===== src/rtl/tx_sched_pkg.sv =====
// Shared encodings and default sizes for the 32-bit word scheduler in front of
// the byte-wide UART transmitter.
package tx_sched_pkg;

  localparam int N_DATA_DEF  = 8;
  localparam int N_BYTES_DEF = 4;
  localparam int NB_WORD_DEF = N_DATA_DEF * N_BYTES_DEF;
  localparam int NB_STATE    = 5;

  // Width of a counter or index addressing n items; never narrower than 1 bit.
  function automatic int idx_width(input int n);
    return (n > 1) ? $clog2(n) : 1;
  endfunction

  localparam int NB_IDX_DEF = idx_width(N_BYTES_DEF);

  typedef enum logic [NB_STATE-1:0] {
    S_IDLE       = 5'b00001,
    S_SEND       = 5'b00010,
    S_WAIT_BUSY  = 5'b00100,
    S_WAIT_READY = 5'b01000,
    S_NEXT       = 5'b10000
  } state_t;

endpackage


===== src/rtl/rr_arbiter.sv =====
// Round-robin arbiter: searches from pointer+1 cyclically for the first active
// request; the pointer moves to the winner only when the owner accepts.
module rr_arbiter
  import tx_sched_pkg::*;
#(
  parameter int N_REQ   = 2,
  parameter int NB_RIDX = idx_width(N_REQ)
) (
  input  logic               clock,
  input  logic               reset,
  input  logic [N_REQ-1:0]   req,
  input  logic               update,
  output logic [N_REQ-1:0]   winner,
  output logic [NB_RIDX-1:0] winner_idx
);

  logic [NB_RIDX-1:0] pointer_reg;

  always_comb begin
    int cand;
    logic [NB_RIDX-1:0] cidx;
    logic found;
    cand       = 0;
    cidx       = '0;
    found      = 1'b0;
    winner     = '0;
    winner_idx = '0;
    for (int k = 1; k <= N_REQ; k++) begin
      cand = int'(pointer_reg) + k;
      if (cand >= N_REQ) cand = cand - N_REQ;
      cidx = NB_RIDX'(cand);
      if (!found && req[cidx]) begin
        found        = 1'b1;
        winner[cidx] = 1'b1;
        winner_idx   = cidx;
      end
    end
  end

  // Reset to the last requester so requester 0 has first priority.
  always_ff @(posedge clock or negedge reset) begin
    if (!reset) begin
      pointer_reg <= NB_RIDX'(N_REQ - 1);
    end else if (update) begin
      pointer_reg <= winner_idx;
    end
  end

endmodule


===== src/rtl/tx_word_scheduler.sv =====
// Arbitrates whole-word transmit requests and feeds the chosen word to the UART
// transmitter one byte at a time, least significant byte first.
module tx_word_scheduler
  import tx_sched_pkg::*;
#(
  parameter int N_REQ    = 2,
  parameter int N_DATA   = N_DATA_DEF,
  parameter int N_BYTES  = N_BYTES_DEF,
  parameter int NB_WORD  = N_DATA * N_BYTES,
  parameter int NB_STATE = tx_sched_pkg::NB_STATE
) (
  input  logic                     clock,
  input  logic                     reset,
  input  logic [N_REQ-1:0]         req,
  input  logic [N_REQ*NB_WORD-1:0] word_in,
  output logic [N_REQ-1:0]         grant,
  output logic [N_REQ-1:0]         done,
  output logic                     busy,
  output logic [N_DATA-1:0]        uart_din,
  output logic                     uart_tx_start,
  input  logic                     uart_tx_ready,
  output logic [NB_STATE-1:0]      state
);

  localparam int NB_IDX  = idx_width(N_BYTES);
  localparam int NB_RIDX = idx_width(N_REQ);
  localparam logic [NB_IDX-1:0] LAST_IDX = NB_IDX'(N_BYTES - 1);

  state_t             state_reg;
  logic [NB_IDX-1:0]  idx_reg;
  logic [NB_IDX-1:0]  idx_next;
  logic [NB_WORD-1:0] word_reg;
  logic [N_REQ-1:0]   winner_reg;
  logic [N_REQ-1:0]   grant_reg;
  logic [N_DATA-1:0]  din_reg;
  logic               start_reg;

  logic [NB_WORD-1:0] words [N_REQ];
  logic [NB_WORD-1:0] sel_word;
  logic [N_REQ-1:0]   arb_winner;
  logic [NB_RIDX-1:0] arb_idx;
  logic               accept;
  logic               last_byte;

  generate
    for (genvar gi = 0; gi < N_REQ; gi++) begin : g_words
      assign words[gi] = word_in[gi*NB_WORD +: NB_WORD];
    end
  endgenerate

  assign accept    = (state_reg == S_IDLE) && (|req) && uart_tx_ready;
  assign sel_word  = words[arb_idx];
  assign idx_next  = idx_reg + NB_IDX'(1);
  assign last_byte = (idx_reg == LAST_IDX);

  rr_arbiter #(
    .N_REQ   (N_REQ),
    .NB_RIDX (NB_RIDX)
  ) u_arb (
    .clock      (clock),
    .reset      (reset),
    .req        (req),
    .update     (accept),
    .winner     (arb_winner),
    .winner_idx (arb_idx)
  );

  always_ff @(posedge clock or negedge reset) begin
    if (!reset) begin
      state_reg  <= S_IDLE;
      idx_reg    <= '0;
      word_reg   <= '0;
      winner_reg <= '0;
      grant_reg  <= '0;
      din_reg    <= '0;
      start_reg  <= 1'b0;
    end else begin
      grant_reg <= '0;
      start_reg <= 1'b0;
      case (state_reg)
        S_IDLE: begin
          if (accept) begin
            word_reg   <= sel_word;
            winner_reg <= arb_winner;
            idx_reg    <= '0;
            grant_reg  <= arb_winner;
            din_reg    <= sel_word[N_DATA-1:0];
            start_reg  <= 1'b1;
            state_reg  <= S_SEND;
          end
        end
        S_SEND: begin
          state_reg <= S_WAIT_BUSY;
        end
        // The transmitter may take a few cycles to leave idle after the strobe.
        S_WAIT_BUSY: begin
          if (!uart_tx_ready) state_reg <= S_WAIT_READY;
        end
        S_WAIT_READY: begin
          if (uart_tx_ready) state_reg <= last_byte ? S_IDLE : S_NEXT;
        end
        S_NEXT: begin
          idx_reg   <= idx_next;
          din_reg   <= word_reg[idx_next*N_DATA +: N_DATA];
          start_reg <= 1'b1;
          state_reg <= S_SEND;
        end
        default: begin
          state_reg <= S_IDLE;
        end
      endcase
    end
  end

  // done is decoded in the final WAIT_READY cycle so busy falls the cycle after.
  assign done = winner_reg &
                {N_REQ{(state_reg == S_WAIT_READY) && uart_tx_ready && last_byte}};

  assign grant         = grant_reg;
  assign busy          = (state_reg != S_IDLE);
  assign uart_din      = din_reg;
  assign uart_tx_start = start_reg;
  assign state         = NB_STATE'(state_reg);

endmodule


===== config.mk =====
export PLATFORM = sky130hd
export DESIGN_NAME = tx_word_scheduler
export DESIGN_NICKNAME = d
export VERILOG_FILES = /design/src/rtl/tx_sched_pkg.sv /design/src/rtl/rr_arbiter.sv /design/src/rtl/tx_word_scheduler.sv
export SDC_FILE = /design/constraint.sdc
export NUM_CORES = 1
export LEC_CHECK = 0
export ABC_AREA = 1
export CAP_MARGIN = 15
export CORE_MARGIN = 8
export CORE_UTILIZATION = 32
export CTS_CLUSTER_DIAMETER = 120
export DETAILED_ROUTE_END_ITERATION = 16
export MAX_ROUTING_LAYER = met4
export PLACE_DENSITY = 0.65
export SYNTH_ARGS = -nofsm -noshare
export SYNTH_HDL_FRONTEND = slang
export SYNTH_SLANG_ARGS = --single-unit

===== constraint.sdc =====
create_clock -name clock -period 1.3 [get_ports clock]
set_input_delay 0.325 -clock clock [delete_from_list [all_inputs] [get_ports clock]]
set_output_delay 0.325 -clock clock [all_outputs]
set_load 0.005 [all_outputs]

# Yosys cells after proc, flatten, opt, wreduce, memory -nomap -nowiden
# Cells that the tools add are included.
dict set report op_classes {
  bitwise_logic 3
  add_sub_neg 5
  shift 1
  mux 31
  eq_ne 10
  n_lt_le_gt_ge 7
  n_reduce_logical 13
}
# operator count
set op_table {}
lappend op_table {{32-bit two-way mux} 3}
lappend op_table {{32-bit by 6-bit indexed part select with 8-bit output} 1}
lappend op_table {{5-bit one-hot mux with 5 select lines} 1}
lappend op_table {{5-bit two-way mux} 4}
lappend op_table {{8-bit one-hot mux with 2 select lines} 1}
lappend op_table {{1-bit two-way mux} 12}
lappend op_table {{2-bit two-way mux} 5}
lappend op_table {{8-bit two-way mux} 1}
lappend op_table {{1-bit logical AND} 7}
lappend op_table {{2-bit != test, second input constant} 3}
lappend op_table {{5-bit by 1-bit == test with 1-bit output, second input constant} 1}
lappend op_table {{5-bit by 2-bit == test with 1-bit output, second input constant} 1}
lappend op_table {{5-bit by 3-bit == test with 1-bit output, second input constant} 1}
lappend op_table {{5-bit by 4-bit == test with 1-bit output, second input constant} 1}
lappend op_table {{5-bit == test, second input constant} 1}
lappend op_table {{5-bit by 1-bit != test with 1-bit output, second input constant} 1}
lappend op_table {{2-bit greater-or-equal comparator, second input constant} 2}
lappend op_table {{1-bit by 2-bit < comparator with 1-bit output, second input constant} 2}
lappend op_table {{2-bit one-hot mux with 2 select lines} 1}
lappend op_table {{2-bit AND reduction} 2}
lappend op_table {{1-bit by 2-bit adder with 3-bit output, second input constant} 1}
lappend op_table {{3-bit by 2-bit greater-or-equal comparator with 1-bit output, second input constant} 1}
lappend op_table {{3-bit AND reduction} 1}
lappend op_table {{1-bit by 1-bit adder with 2-bit output, second input constant} 1}
lappend op_table {{12 further kinds} 15}
dict set report totals {
  out_inout_bits 19
  regBits 53
  wordCells 78
  in_bits 69
}

# Logic depth before layout (Yosys ltp)
# Gate-level depths: netlist of run 1.
dict set report depth {
  ltp_word 15
  ltp_mapped 10
  depth_no_buf 9
}

# Hierarchy
# From an unflattened synthesis of run 1, not the netlist that was laid out.
dict set report unflattened {
  cells_unflattened 371
  hier_area_um2 2904.0
}
# mod n_inst area_each_um2 cells_per_inst seq_area_each_um2
set modules_own_cells {}
lappend modules_own_cells {tx_word_scheduler 1 2836.5 360 1302.5}
lappend modules_own_cells {rr_arbiter 1 67.6 11 26.3}

# Worst setup path after synthesis of run 1
# OpenSTA, ideal clock, no wires.
dict set report synth_timing {
  path_type {register -> register}
  from {register state_reg[0], in the netlist state[0]}
  to {register word_reg[0]}
  n_path_buf 2
  required_ps 1184
  setup_time_ps 116
  setup_slack_ps -120
  period_less_slack_ps 1420
  path_stages_with_launch 10
  t_arrival_ps 1304
  cell_sequence {dfstp_2 > inv_1 > nor2_1 > nand3_2 > inv_2 > nand3_2 > buf_6 > buf_6 > nand2_1 > nand2_1}
}
dict set report synth_via {
  elab_chain_len 4
}
# element line_no
set synth_rtl {}
lappend synth_rtl {{from (decl)} tx_word_scheduler.sv:29} ;# state_t state_reg;
lappend synth_rtl {{from (signal assigned)} tx_word_scheduler.sv:100} ;# if (uart_tx_ready) state_reg <= last_byte ? S_IDLE : S_NEXT;
lappend synth_rtl {{5-bit by 1-bit == test with 1-bit output *} {tx_word_scheduler.sv:51, tx_word_scheduler.sv:80}}
lappend synth_rtl {{1-bit logical AND (2 in series)} tx_word_scheduler.sv:51} ;# assign accept = (state_reg == S_IDLE) && (|req) && uart_tx_ready;
lappend synth_rtl {{2-bit AND reduction (no source line) *} -}
lappend synth_rtl {{to (signal assigned)} tx_word_scheduler.sv:83} ;# word_reg <= sel_word;
lappend synth_rtl {{to (decl)} tx_word_scheduler.sv:32} ;# logic [NB_WORD-1:0] word_reg;
# Every way passes the cells marked *; elsewhere a longest branch is shown, timed or not.
# A chain may end at the register's enable or synchronous reset.

# Worst setup path in the final report of run 1
dict set report layout_timing {
  from {register state_reg[0], in the netlist state[0]}
  to {register word_reg[27]}
}
# The elaborated chain is that of the path after synthesis.

==> run summary, run 1 <==
# H-tree levels: 2
Pre-antenna DRT Iters: 4
Synthesis warning total: 0
#FFs+latches synth: 53
Placed inst area: 4110 um2
GP Congestion: 0.850
Critical path class: reg -> reg
CP arrival: 1.92 ns
Clock latency on the worst-skew pair: 0.31 ns
Clock sinks: 53
Remaining DRCs: 0
Synthesis-to-finish area growth: 64.6%
Total gr overflow: 0
Crit-path max cell delay: 0.56 ns
Final Instance Area: 4770 um2
Ratio of cells with drive above 1 in the final layout: 28.6%
Worst min path class: in -> async
DRT iter0 DRCs: 112
Slew @ Worst Pin: 0.315 ns
Register area share after synthesis: 45.9%
Synth area leader: dfrtp_1
Largest cells by area after synthesis: dfrtp_1 (44%), nand2_1 (34%), nand3_1 (6.0%), buf_2 (2.4%), dfstp_2 (1.8%)
CTS max path bufs: 2
Post-synthesis compound-gate area fraction: 2.89%
Max FFs per register: 32
Hold buffers post-CTS: 0
Fillers: 865
Fin nets: 632
Vias in the first global route: 3289
Worst slew margin: 78.8%
Initial antenna violation count: 0
Slew Limit Fails: 0
Cell area after synthesis: 2900 um2
Most frequent CP cell: buf_6
Io pins: 88
Reg2Reg Setup Slack: -0.37 ns
Placeable Area: 8760 um2
Final setup skew: 0.0131 ns
Post-synth top flop: dfrtp_1
Final Hold Fails: 8
Detailed placer's ending HPWL: 6.38 mm
CP max FO: 6
Die Area: 12400 um2
Post-synth EDFFs: 0
Vias after detailed routing: 3130
WL final: 8.89 mm
CTS tree: yes
Drt wl/cell: 13.3 um
ANT nets after route: 0
Die width: 111 um
Dpl cells: 640
Starting Density: 33.1%
I/O Buffers: 87
Rows: 34
Syn nets: 495
Syn avg cell area: 6.82 um2
Slowest CP cell: dfstp_2
Pleak: 2.48 nW
Max Freq: 0.598 GHz
PD cells: 1690 nW/um2
Synth Area in XOR/XNOR: 0%
Max-cap viol count: 0
Multiplexer share of the synthesized area: 0%
Most common library cells after synthesis: nand2_1 (265), dfrtp_1 (51), nand3_1 (35), buf_2 (14), nor2_1 (13)
Yosys top cell area share: 44.1%
Peak supply drop: 651 uV
Main combinational cell family by area after synthesis: simple AND/OR/NAND/NOR gates
Post-Syn Instances: 425
Worst-path clk slew: 0.10 ns
Final cell count without fillers: 670
Count leader, synth: nand2_1
Height of the die: 111 um
Power Total: 8.08 mW
Failing checks: hold timing, setup timing
TritonCTS Buffers: 5
Status: finished with violations
ANT cells: 0
Final Worst Setup Slack: -0.372 ns
Worst slack at placement: -0.584 ns
Simple logic cell fraction of the synthesized area: 44.4%
RSZ-0062 raised after global routing: true
Required @ worst endpoint: 1.55 ns
Final Setup Violations: 57
First-pass GRT wire length: 14.9 mm
Cell variety after synth: 25
Adder-cell share of the synthesized area: 0.432%
Total track usage: 14.5%
Ys async rst share: 100%
Crit. End Element: flip-flop
Final Cycle Share: 129%
Largest net degree at the start of global routing: 54
Crit-path cells: buf_6 > inv_4 > nor2_4 > nand3_2 > buf_6 > inv_6 > nand3_4 > inv_8 > clkbuf_16 > nand2_2 > nand2_1
Final worst path period need: 1.67 ns
CP Launch Type: flip-flop
Hold WS: -0.0196 ns
Root buffer cell: clkbuf_8
Drt via density: 4.67
[logic make-up after synthesis]
group	after synthesis
AO/OA/AOI/OAI	13
adder cells (fa/ha/maj)	1
flip-flops	53
AND/OR/NAND/NOR	321
buffers and inverters	37
[what timing repair did]
action	CTS	global route
cloned	3	3
pin swaps	14	41
endpoints found under the setup margin	71	68
resized for setup	85	83
buffers inserted	9	12
[worst max-delay path: cells and delay by family (launching register included)]
kind	cells	cell delay, ns
AND/OR/NAND/NOR	5	0.39
buffers and inverters	6	0.66
flip-flops	1	0.56
[path summary, 6_finish.rpt]
check	startpoint	end	cells past startpoint
hold reg to reg	word_reg[30]$_DFFE_PN0P_	word_reg[30]$_DFFE_PN0P_	2
setup / recovery	state[0]$_DFFE_PN1P_	word_reg[27]$_DFFE_PN0P_	11
setup reg to reg	state[0]$_DFFE_PN1P_	word_reg[27]$_DFFE_PN0P_	11
hold / removal	reset	state[2]$_DFFE_PN0P_	2
max in group asynchronous	reset	state[0]$_DFFE_PN1P_	2
min in group clock	word_reg[30]$_DFFE_PN0P_	word_reg[30]$_DFFE_PN0P_	2
[cells in the final DEF (no fill, tap or decap)]
master	instances
inv_1	8
clkinv_1	1
nand2_2	36
nand2_1	222
nand3_2	12
buf_4	39
a21oi_4	2
buf_2	5
a21oi_1	1
inv_6	1
buf_12	3
o21ai_2	3
clkdlybuf4s15_1	9
clkbuf_8	5
ha_1	1
nor2_4	5
buf_6	17
inv_2	2
o21ai_0	3
inv_4	2
clkdlybuf4s50_1	67
o21bai_1	2
nand3_1	23
nand2_4	9
dlygate4sd2_1	3
clkbuf_16	2
o211ai_1	1
o21ai_1	1
clkinv_2	3
nand3_4	3
dfstp_2	2
or2_2	1
nor3_2	1
inv_8	1
clkbuf_1	1
nor2_1	7
buf_8	3
dfrtp_1	51
nor2_2	4
[metal layers]
layer | vias to the layer above | GRT usage, % | wire length, um
li1 | 1581 | - | -
met1 | 1473 | 16.6 | 3790
met2 | 69 | 25.4 | 4670
met3 | 7 | 3.14 | 357
met4 | 0 | 2.84 | 67
met5 | - | - | 0
[power by group]
group / internal, mW / switching [mW] / total, mW
combinational: 2.25 / 2.20 / 4.45
clock: 0.368 / 0.527 / 0.895
sequential: 2.34 / 0.384 / 2.73
[stage by stage]
step	util, %	TNS, ns
2_1_floorplan	-	-2.74
3_3_place_gp	46.9	-25.35
3_5_place_dp	46.9	-25.86
4_1_cts	50.0	-15.80
5_1_grt	54.4	-21.93
6_report	54.4	-17.24
[final cells by class]
cell class	instances	area, um2	area share, %
multi-input cells	337	1690	35.5
repair buffers	148	1450	30.4
flip-flops and latches	53	1330	27.9
well taps	108	135	2.83
inverters	17	83.8	1.76
clock buffers	6	72.6	1.52
clock inverters	1	5.00	0.105
Power figures use the tool's default switching activity.
==> run 2, diff against run 1 <==
Settings changed: MAX_ROUTING_LAYER met4 to not set, SLEW_MARGIN set to 20.
==> run 2 against run 1 <==
  * Die area is the same
  * Total power about the same
  * Critical path type unchanged
  * Clock-buffer cell count is the same
  * The run still ends with hold timing, setup timing left
  * Core utilization unchanged
  * First-iteration DRC count grew 8.0%
  * Cell count stayed put
  * Sequential cell count unchanged
  * Worst hold slack about the same
  * Wire length hardly changed
  * Non-clock buffer count stayed put
==> run summary, run 2 (same netlist as run 1, synthesis figures left out) <==
Max Freq: 0.598 GHz (about the same)
GP Congestion: 0.837 (was 0.850)
Largest net degree at the start of global routing: 54 (unchanged)
CP max FO: 6 (unchanged)
Pleak: 2.48 nW (unchanged)
Synthesis-to-finish area growth: 64.6% (unchanged)
Sw frac: 38.5% (about the same)
Vias in the first global route: 3285 (was 3289)
Pint: 4.96 mW (about the same)
Drt via density: 4.64 (was 4.67)
Crit. End Element: flip-flop (unchanged)
ANT nets after route: 0 (unchanged)
Pre-antenna DRT Iters: 4 (unchanged)
Sequential group share of total power: 33.8% (about the same)
Peak supply drop: 651 uV (about the same)
Worst slew margin: 78.8% (unchanged)
Max-cap viol count: 0 (unchanged)
Final setup skew: 0.0130 ns (was 0.0131 ns)
CP Launch Type: flip-flop (unchanged)
WL final: 8.89 mm (about the same)
Status: finished with violations (unchanged)
Height of the die: 111 um (unchanged)
Slew Limit Fails: 0 (unchanged)
First-pass GRT wire length: 14.9 mm (about the same)
Sw Pwr: 3.11 mW (about the same)
Ratio of cells with drive above 1 in the final layout: 28.6% (unchanged)
Root buffer cell: clkbuf_8 (unchanged)
Failing checks: hold timing, setup timing (unchanged)
Commonest cells after routing, fill and taps aside: nand2_1 (222), clkdlybuf4s50_1 (67), dfrtp_1 (51) (unchanged)
RSZ-0062 raised after global routing: true (unchanged)
Fin nets: 632 (unchanged)
Detailed placer's ending HPWL: 6.38 mm (unchanged)
Final Worst Setup Slack: -0.373 ns (was -0.372 ns)
Final Setup Violations: 57 (unchanged)
Io pins: 88 (unchanged)
Critical path class: reg -> reg (unchanged)
Hold WS: -0.0194 ns (was -0.0196 ns)
Slew @ Worst Pin: 0.315 ns (about the same)
Drt wl/cell: 13.3 um (about the same)
Hold buffers post-CTS: 0 (unchanged)
PD cells: 1690 nW/um2 (about the same)
Worst min path class: in -> async (unchanged)
Total gr overflow: 0 (unchanged)
Vias after detailed routing: 3111 (was 3130)
I/O Buffers: 87 (unchanged)
Total track usage: 14.1% (was 14.5%)
Most common cell after layout, fill and taps aside: nand2_1 (unchanged)
Rows: 34 (unchanged)
Placeable Area: 8760 um2 (unchanged)
Remaining DRCs: 0 (unchanged)
CTS tree: yes (unchanged)
Clock latency on the worst-skew pair: 0.31 ns (about the same)
Starting Density: 33.1% (unchanged)
Dpl cells: 640 (unchanged)
TritonCTS Buffers: 5 (unchanged)
DRT iter0 DRCs: 121 (was 112)
Worst-path clk slew: 0.10 ns (about the same)
Final Cycle Share: 129% (about the same)
Final Hold Fails: 7 (was 8)
CP arrival: 1.92 ns (about the same)
Final worst path period need: 1.67 ns (about the same)
# H-tree levels: 2 (unchanged)
Max FFs per register: 32 (unchanged)
Final cell count without fillers: 670 (unchanged)
ANT cells: 0 (unchanged)
Die Area: 12400 um2 (unchanged)
Required @ worst endpoint: 1.55 ns (about the same)
Combinational fraction of design power: 55.1% (about the same)
Die width: 111 um (unchanged)
Clock sinks: 53 (unchanged)
Clock network fraction of design power: 11.1% (about the same)
CTS max path bufs: 2 (unchanged)
Register-to-Register Path Depth: 11 (unchanged)
Setup_tns: -17.28 ns (was -17.24 ns)
Initial antenna violation count: 0 (unchanged)
run 2: worst paths after layout:
check	from	endpoint	slack, ns
setup / recovery	state[0]$_DFFE_PN1P_	word_reg[27]$_DFFE_PN0P_	-0.37
min in group clock	word_reg[2]$_DFFE_PN0P_	word_reg[2]$_DFFE_PN0P_	0.49
hold reg to reg	word_reg[2]$_DFFE_PN0P_	word_reg[2]$_DFFE_PN0P_	0.49
hold / removal	reset	state[2]$_DFFE_PN0P_	-0.02
setup reg to reg	state[0]$_DFFE_PN1P_	word_reg[27]$_DFFE_PN0P_	-0.37
max in group asynchronous	reset	state[0]$_DFFE_PN1P_	1.01
run 2: power groups by stage:
stage / clock, mW / sequential (mW) / combinational (mW)
2_1_floorplan: 0 / 2.69 / 1.81
3_3_place_gp: 0 / 2.73 / 3.11
3_5_place_dp: 0 / 2.74 / 3.21
4_1_cts: 0.923 / 2.72 / 3.63
5_1_grt: 0.987 / 2.80 / 4.93
6_report: 0.897 / 2.73 / 4.45
run 2: critical path, cell delays in order, from the launching register on:
cell	delay [ns]
dfstp_2	0.56
buf_6	0.11
inv_4	0.03
nor2_4	0.07
nand3_2	0.07
buf_6	0.14
inv_6	0.06
nand3_4	0.15
inv_8	0.15
clkbuf_16	0.17
nand2_2	0.04
nand2_1	0.06
run 2: per-layer routing:
| metal | track usage [%] | vias to the layer above | share of wire (%) |
|---|---|---|---|
| met5 | 0 | - | 0 |
| met4 | 2.84 | 0 | 0.73 |
| li1 | - | 1581 | - |
| met2 | 25.4 | 70 | 53 |
| met1 | 16.5 | 1455 | 43 |
| met3 | 3.41 | 5 | 4.2 |
run 2: cell type report:
| cell class | instances | area [um2] |
|---|---|---|
| Clock inverter | 1 | 5.00 |
| Inverter | 17 | 83.8 |
| Sequential cell | 53 | 1330 |
| Fill cell | 865 | 4000 |
| Tap cell | 108 | 135 |
| Clock buffer | 6 | 72.6 |
| Multi-Input combinational cell | 337 | 1690 |
| Timing Repair Buffer | 148 | 1450 |
run 2: through the flow:
step	area, um2	setup slack (ns)	util, %	power [mW]
6_report	4770	-0.373	54.4	8.07
3_3_place_gp	4110	-0.587	46.9	5.84
5_1_grt	4770	-0.452	54.4	8.72
2_1_floorplan	2930	-0.108	-	4.50
3_5_place_dp	4110	-0.584	46.9	5.95
4_1_cts	4380	-0.358	50.0	7.27
run 2: repair_timing:
| item | CTS | global route |
|---|---|---|
| gates cloned | 3 | 3 |
| buffers inserted | 9 | 12 |
| pin swaps | 14 | 41 |
| resized for setup | 85 | 83 |
| setup endpoints to repair | 71 | 68 |
==> run 3, diff against run 2 <==
Settings changed: CORE_UTILIZATION 32 to 43, PLACE_DENSITY 0.65 to 0.82.
==> run 3 against run 2 <==
  * The run ends with setup timing left
  * Worst hold slack better by 0.50 ns
  * Clock skew up 0.0076 ns
  * Maximum frequency down 1.4%
  * Highest routed layer unchanged
==> run summary, run 3 (same netlist as run 1, synthesis figures left out) <==
Status: finished with violations (unchanged)
Failing checks: setup timing (was hold timing, setup timing)
Placeable Area: 6640 um2 (was 8760 um2)
Slew @ Worst Pin: 0.321 ns (was 0.315 ns)
Final Setup Violations: 57 (unchanged)
Final worst path period need: 1.70 ns (was 1.67 ns)
Final setup skew: 0.0206 ns (was 0.0130 ns)
Initial antenna violation count: 0 (unchanged)
Slew Limit Fails: 0 (unchanged)
Max-cap viol count: 0 (unchanged)
Detailed placer's ending HPWL: 6.16 mm (was 6.38 mm)
Clock latency on the worst-skew pair: 0.33 ns (was 0.31 ns)
Most common cell after layout, fill and taps aside: nand2_1 (unchanged)
TritonCTS Buffers: 5 (unchanged)
Ratio of cells with drive above 1 in the final layout: 26.7% (was 28.6%)
Total track usage: 19.4% (was 14.1%)
DRT iter0 DRCs: 244 (was 121)
Fin nets: 634 (was 632)
PD cells: 1770 nW/um2 (was 1690 nW/um2)
Height of the die: 98.1 um (was 111 um)
GP Congestion: 0.830 (was 0.837)
Final Hold Fails: 0 (was 7)
Hold WS: 0.479 ns (was -0.0194 ns)
Synthesis-to-finish area growth: 62.6% (was 64.6%)
Sequential Area: 1330 um2 (unchanged)
Vias in the first global route: 3451 (was 3285)
Worst min path class: reg -> reg (was in -> async)
Reg2Reg Setup Slack: -0.40 ns (was -0.37 ns)
Drt via density: 5.16 (was 4.64)
Worst-path clk slew: 0.10 ns (about the same)
Starting Density: 43.6% (was 33.1%)
ANT nets after route: 0 (unchanged)
Die Area: 9620 um2 (was 12400 um2)
CTS max path bufs: 2 (unchanged)
Required @ worst endpoint: 1.50 ns (was 1.55 ns)
ANT cells: 0 (unchanged)
Commonest cells after routing, fill and taps aside: nand2_1 (228), clkdlybuf4s50_1 (67), dfrtp_1 (51) (was nand2_1 (222), clkdlybuf4s50_1 (67), dfrtp_1 (51))
Largest net degree at the start of global routing: 54 (unchanged)
Vias after detailed routing: 3329 (was 3111)
Remaining DRCs: 0 (unchanged)
Setup_tns: -19.25 ns (was -17.28 ns)
Fillers: 511 (was 865)
I/O Buffers: 87 (unchanged)
RSZ-0062 raised after global routing: true (unchanged)
Footprint of the multi-input gates: 1620 um2 (was 1690 um2)
Max Freq: 0.590 GHz (was 0.598 GHz)
WL final: 9.70 mm (was 8.89 mm)
Pre-antenna DRT Iters: 5 (was 4)
Total gr overflow: 0 (unchanged)
CP Launch Type: flip-flop (unchanged)
Rows: 30 (was 34)
Peak supply drop: 673 uV (was 651 uV)
Pleak: 2.46 nW (was 2.48 nW)
Root buffer cell: clkbuf_8 (unchanged)
Final Cycle Share: 130% (was 129%)
Drt wl/cell: 15.0 um (was 13.3 um)
Io pins: 88 (unchanged)
# H-tree levels: 2 (unchanged)
Clock sinks: 53 (unchanged)
CTS tree: yes (unchanged)
Crit. End Element: flip-flop (unchanged)
CP arrival: 1.90 ns (was 1.92 ns)
Critical path class: reg -> reg (unchanged)
Worst slew margin: 78.4% (was 78.8%)
Final Worst Setup Slack: -0.396 ns (was -0.373 ns)
Die width: 98.1 um (was 111 um)
Max FFs per register: 32 (unchanged)
CP max FO: 6 (unchanged)
First-pass GRT wire length: 15.3 mm (was 14.9 mm)
## run 3: cell count changes in the layout (fill, tap and decap cells not counted), sizes merged
| cell | delta |
|---|---|
| clkinvlp | +1 |
| dlygate4sd2 | -1 |
| clkbuf | +2 |
| dlygate4sd3 | +1 |
| inv | +2 |
| clkdlybuf4s15 | -3 |
| buf | +2 |
| nand3 | -1 |
## run 3: worst paths after layout
kind / from / to / depth (start not counted)
min: word_reg[1]$_DFFE_PN0P_ / word_reg[1]$_DFFE_PN0P_ / 2
max reg2reg: state[0]$_DFFE_PN1P_ / idx_reg[1]$_DFFE_PN0P_ / 11
min reg2reg: word_reg[1]$_DFFE_PN0P_ / word_reg[1]$_DFFE_PN0P_ / 2
max in group asynchronous: reset / state[0]$_DFFE_PN1P_ / 3
min in group asynchronous: reset / state[2]$_DFFE_PN0P_ / 3
max: state[0]$_DFFE_PN1P_ / idx_reg[1]$_DFFE_PN0P_ / 11
## run 3: area by class of cell
type | instances | share of cell area, %
Multi-Input combinational cell | 336 | 34.4
Inverter | 17 | 1.81
Clock buffer | 5 | 1.46
Timing Repair inverter | 1 | 0.345
Tap cell | 80 | 2.12
Timing Repair Buffer | 150 | 31.1
Clock inverter | 3 | 0.531
Sequential cell | 53 | 28.2
## run 3: layer usage
layer | vias to the layer above | GRT usage, % | part of all wire (%)
met4 | 0 | 6.35 | 3.1
met2 | 143 | 36.0 | 53
li1 | 1582 | - | -
met1 | 1577 | 20.5 | 37
met5 | - | 0 | 0
met3 | 27 | 5.26 | 6.8
## run 3: worst max-delay path, stage by stage (launching register included)
cell and delay, ns:
dfstp_2 0.56, buf_6 0.10, inv_4 0.03, nor2_4 0.07, nand3_2 0.07, buf_6 0.13
inv_4 0.05, nand3_4 0.11, buf_12 0.19, buf_8 0.14, nand3_2 0.05, o21ai_1 0.06
## run 3: where the power goes
part           switching [mW]  total [mW]  internal [mW]
sequential              0.503        2.85           2.34
clock                   0.604       0.994          0.390
combinational            2.25        4.49           2.24
total                    3.36        8.33           4.98
## run 3: stage by stage
| step | utilization, % | setup slack, ns | cells | power [mW] | instance area [um2] |
|---|---|---|---|---|---|
| 6_report | 70.9 | -0.396 | 645 | 8.33 | 4710 |
| 5_1_grt | 70.9 | -0.439 | 645 | 8.86 | 4710 |
| 4_1_cts | 67.6 | -0.363 | 639 | 7.65 | 4490 |
| 3_5_place_dp | 61.4 | -0.608 | 611 | 5.94 | 4080 |
| 3_3_place_gp | 61.4 | -0.608 | 611 | 5.78 | 4080 |
| 2_1_floorplan | - | -0.108 | 425 | 4.50 | 2930 |
## run 3: what timing repair did
| item | CTS | global route |
|---|---|---|
| cloned | 3 | 3 |
| pin swaps | 12 | 17 |
| setup endpoints to repair | 71 | 63 |
| hold buffers | 1 | 0 |
| hold endpoints to repair | 23 | 0 |
| resized for setup | 95 | 62 |
| setup buffers | 16 | 5 |
